[src/rtl/mem_arbiter.sv]
// Round-robin arbiter sharing one single-port memory between fetch (I) and load/store (D).
// Grants are combinational; rdata/rvalid are steered to the owner exactly MEM_LATENCY cycles after issue.
module mem_arbiter #(
  parameter int A_WIDTH     = 32,
  parameter int DATA_WIDTH  = 32,
  parameter int MEM_LATENCY = 1
) (
  input  logic                  clk,
  input  logic                  rst,
  input  logic                  i_req,
  input  logic [A_WIDTH-1:0]    i_addr,
  output logic                  i_gnt,
  output logic                  i_rvalid,
  output logic [DATA_WIDTH-1:0] i_rdata,
  input  logic                  d_req,
  input  logic                  d_we,
  input  logic [A_WIDTH-1:0]    d_addr,
  input  logic [DATA_WIDTH-1:0] d_wdata,
  output logic                  d_gnt,
  output logic                  d_rvalid,
  output logic [DATA_WIDTH-1:0] d_rdata,
  output logic                  mem_en,
  output logic                  mem_we,
  output logic [A_WIDTH-1:0]    mem_addr,
  output logic [DATA_WIDTH-1:0] mem_wdata,
  input  logic [DATA_WIDTH-1:0] mem_rdata,
  output logic                  busy
);

  typedef enum logic {ST_IDLE, ST_WAIT} state_t;
  typedef enum logic {PORT_I, PORT_D} port_t;

  localparam logic [2:0] LAT = 3'(MEM_LATENCY);

  state_t     state_q, state_d;
  logic [2:0] cnt_q, cnt_d;
  port_t      owner_q, owner_d;
  port_t      last_q, last_d;

  logic  cmpl;
  logic  arb_ok;
  logic  gnt_vld;
  port_t gnt_port;

  always_ff @(posedge clk or negedge rst) begin
    if (!rst) begin
      state_q <= ST_IDLE;
      cnt_q   <= 3'd0;
      owner_q <= PORT_D;
      last_q  <= PORT_D;
    end else begin
      state_q <= state_d;
      cnt_q   <= cnt_d;
      owner_q <= owner_d;
      last_q  <= last_d;
    end
  end

  always_comb begin
    cmpl     = (state_q == ST_WAIT) && (cnt_q == LAT);
    // Gate with rst so no grant can leak out while reset is held.
    arb_ok   = rst && ((state_q == ST_IDLE) || cmpl);
    gnt_vld  = 1'b0;
    gnt_port = PORT_I;
    if (arb_ok) begin
      if (i_req && d_req) begin
        gnt_vld  = 1'b1;
        gnt_port = (last_q == PORT_D) ? PORT_I : PORT_D;
      end else if (i_req) begin
        gnt_vld  = 1'b1;
        gnt_port = PORT_I;
      end else if (d_req) begin
        gnt_vld  = 1'b1;
        gnt_port = PORT_D;
      end
    end
  end

  always_comb begin
    i_gnt     = gnt_vld && (gnt_port == PORT_I);
    d_gnt     = gnt_vld && (gnt_port == PORT_D);
    mem_en    = gnt_vld;
    mem_we    = d_gnt && d_we;
    mem_addr  = '0;
    mem_wdata = '0;
    if (d_gnt) begin
      mem_addr  = d_addr;
      mem_wdata = d_wdata;
    end else if (i_gnt) begin
      mem_addr  = i_addr;
    end
    i_rvalid = cmpl && (owner_q == PORT_I);
    d_rvalid = cmpl && (owner_q == PORT_D);
    i_rdata  = i_rvalid ? mem_rdata : '0;
    d_rdata  = d_rvalid ? mem_rdata : '0;
    busy     = (state_q == ST_WAIT);
  end

  always_comb begin
    state_d = state_q;
    cnt_d   = cnt_q;
    owner_d = owner_q;
    last_d  = last_q;
    if (gnt_vld) begin
      // A grant in the completion cycle re-arms the counter back-to-back.
      state_d = ST_WAIT;
      cnt_d   = 3'd1;
      owner_d = gnt_port;
      last_d  = gnt_port;
    end else if (cmpl) begin
      state_d = ST_IDLE;
      cnt_d   = 3'd0;
    end else if (state_q == ST_WAIT) begin
      cnt_d = cnt_q + 3'd1;
    end
  end

endmodule

[config.mk]
export PLATFORM = sky130hd
export DESIGN_NAME = mem_arbiter
export DESIGN_NICKNAME = d
export VERILOG_FILES = /design/src/rtl/mem_arbiter.sv
export SDC_FILE = /design/constraint.sdc
export NUM_CORES = 1
export LEC_CHECK = 0
export CAP_MARGIN = 20
export CORE_AREA = 4 4 103 105
export DETAILED_ROUTE_END_ITERATION = 8
export DIE_AREA = 0 0 107 109
export GPL_ROUTABILITY_DRIVEN = 0
export PLACE_DENSITY = 0.62
export SLEW_MARGIN = 10
export SYNTH_ARGS = -nofsm -noshare
export SYNTH_HDL_FRONTEND = slang
export SYNTH_SLANG_ARGS = --single-unit
export TNS_END_PERCENT = 100
[constraint.sdc]
create_clock -name clk -period 3.6 [get_ports clk]
set_input_delay 0.36 -clock clk [delete_from_list [all_inputs] [get_ports clk]]
set_output_delay 0.36 -clock clk [all_outputs]
set_load 0.05 [all_outputs]
==> run summary <==
Mapped Cells: 255
First-pass GRT wire length: 13600 um
Clk slew on worst S/H paths: 40 ps
First DRT Iteration DRCs: 68
Fill cells: 987
Most common cell after layout, fill and taps aside: clkdlybuf4s50_1
Clk root buf: clkbuf_8
Hold WC Path Type: in -> async
Post-DP HPWL: 7800 um
Synthesized cell area: 1530 um2
CTS tree: yes
Post-route clock period utilization: 0.889
Number of global-route vias before repair: 2641
Unique masters post-synth: 29
Initial antenna violation count: 1
Post-Route WL: 9440 um
Synth Area per Inst: 6.01 um2
Area Overhead vs Synth: 185%
Die area: 11700 um2
Worst Path Required: 3240 ps
Critical path arrival: 2840 ps
Clock sinks: 5
DR vias: 2686
Post-synthesis net count: 390
CP Class: reg -> out
Status: complete, no violations
Post-Synth XOR/XNOR Area: 0
# DRC: 0
YS warnings: 0
Post-cts repair resize count: 0
Cell Pwr Density: 577 nW/um2
Rel. slew slack: 0.356
DR WL/cell: 14.8 um
Power Total: 2.52 mW
Grt ovf: 0
Skew final: 1.01 ps
Largest net degree at the start of global routing: 67
Core Rows: 36
Yosys reg bits: 5
Die height: 109 um
Worst-margin pin slew: 963 ps
Max VDD drop: 226 uV
Hold Violations, Final: 0
Simple-Gate Fraction of Synth Area: 0.614
Final setup fails: 0
Max Fclk: 312 MHz
Post-synthesis sequential area ratio: 0.0825
Post-synthesis mux area share: 0
Port-buffer cells: 267
Final Util: 0.452
CTS buffer count: 3
Chip Width: 107 um
Multi-input gate area: 1280 um2
Tmin final: 3200 ps
Max Cap Viol: 0
Post-route setup TNS: 0 ps
Setup bufs post-CTS: 0
Tot GR Track Use: 0.143
Number of iterations in the first detailed-routing pass: 4
RSZ-0062 raised after global routing: false
Final Max Slew Viols: 0
Complex-gate fraction of the synthesized area: 0.199
Static leakage: 1.77 nW
Clk_lat worst skew: 220 ps
Max clock buf depth: 2
Top cell type's share of synthesized area: 0.261
# hold bufs at CTS: 0
Share of cells above drive strength 1: 0.0415
H-tree levels: 1
Dominant cell type by area after synthesis: and2_1
I/O pins: 268
CP Launch Type: register
Placeable Area: 9640 um2
Diodes inserted: 0
Largest family of logic cells by synthesized area: simple AND/OR/NAND/NOR gates
Initial core utilization: 0.159
Storage cell area: 126 um2
Commonest non-fill, non-tap cells in the layout: clkdlybuf4s50_1 (267), nand2_1 (69), and2_1 (64)
Detail-routed via count per cell: 4.20
Post-route ant nets: 0
Setup crit end kind: primary output
Worst-path fanout max: 37
# nets final: 642
Synth area leaders: and2_1 (26%), nand2_1 (17%), and3_1 (14%)
Post-synthesis adder-cell area fraction: 0.0163
[critical path, stage by stage, from the launching register on]
cell and delay, ps:
dfrtp_1 400, ha_1 260, and2b_4 210, o21ai_4 740
o22ai_1 220, clkdlybuf4s50_1 750
[layout make-up]
cell class | instances | share of cell area
flip-flops and latches | 5 | 0.0290
repair buffers | 273 | 0.626
inverters | 3 | 0.00258
multi-input cells | 221 | 0.294
well taps | 133 | 0.0382
clock buffers | 4 | 0.0103
[power by group]
group / total (mW) / internal [mW] / switching (mW) / leakage, nW
clock network: 0.105 / 0.0762 / 0.0292 / 0.0228
registers: 0.132 / 0.0875 / 0.0444 / 0.0603
logic: 2.28 / 0.802 / 1.48 / 1.69
total: 2.52 / 0.965 / 1.55 / 1.77
[per-layer routing]
metal  vias up  global-route usage  wire (um)
li1       1361                   -          -
met5         -                   0         11
met2       155               0.283       4990
met3         8              0.0426        900
met4         2              0.0219         59
met1      1160               0.152       3490
[metrics by stage]
| stage | cell area (um2) | std cells | hold WS (ps) | setup slack [ps] |
|---|---|---|---|---|
| 2_1_floorplan | 1530 | 255 | 64.4 | 1260 |
| 3_3_place_gp | 4320 | 635 | 531 | 518 |
| 3_5_place_dp | 4320 | 635 | 550 | 522 |
| 4_1_cts | 4360 | 639 | 464 | 351 |
| 5_1_grt | 4360 | 639 | 468 | 243 |
| 6_report | 4360 | 639 | 461 | 399 |
[flip-flops by register name, indices dropped and copies added (netlist names)]
register,cells
cnt_q,3
busy,1
last_q,1
[logic make-up (layout without fill, tap and decap cells)]
kind of cell,Yosys count,after routing
simple gates,175,175
compound gates,44,44
flops,5,5
fa+ha+maj,2,2
buf+inv,29,280
[cell usage after synthesis, drive strengths merged]
| cell type | number |
|---|---|
| a21bo | 1 |
| o21a | 1 |
| inv | 3 |
| ha | 2 |
| a21boi | 2 |
| a21oi | 2 |
| a31o | 1 |
| nor3 | 1 |
| clkbuf | 8 |
| nand2 | 69 |
| nand2b | 3 |
| buf | 18 |
| dfrtp | 4 |
| and3 | 34 |
| o22a | 1 |
| o22ai | 32 |
| dfstp | 1 |
| o211ai | 1 |
| and2b | 1 |
| o21ai | 2 |
| o32ai | 1 |
| nor2 | 2 |
| and2 | 64 |
| or3b | 1 |
[final timing paths]
path	startpoint	slack, ps	depth (start not counted)	end
hold / removal	rst	460	2	cnt_q[2]
setup reg to reg	cnt_q[0]	1620	4	cnt_q[0]
setup / recovery	cnt_q[0]	400	5	mem_addr[12]
hold reg to reg	cnt_q[0]	550	1	cnt_q[0]
max in group asynchronous	rst	2930	2	last_q
min in group clk	cnt_q[0]	550	1	cnt_q[0]
Note: power is estimated with default switching activity, not from simulation.
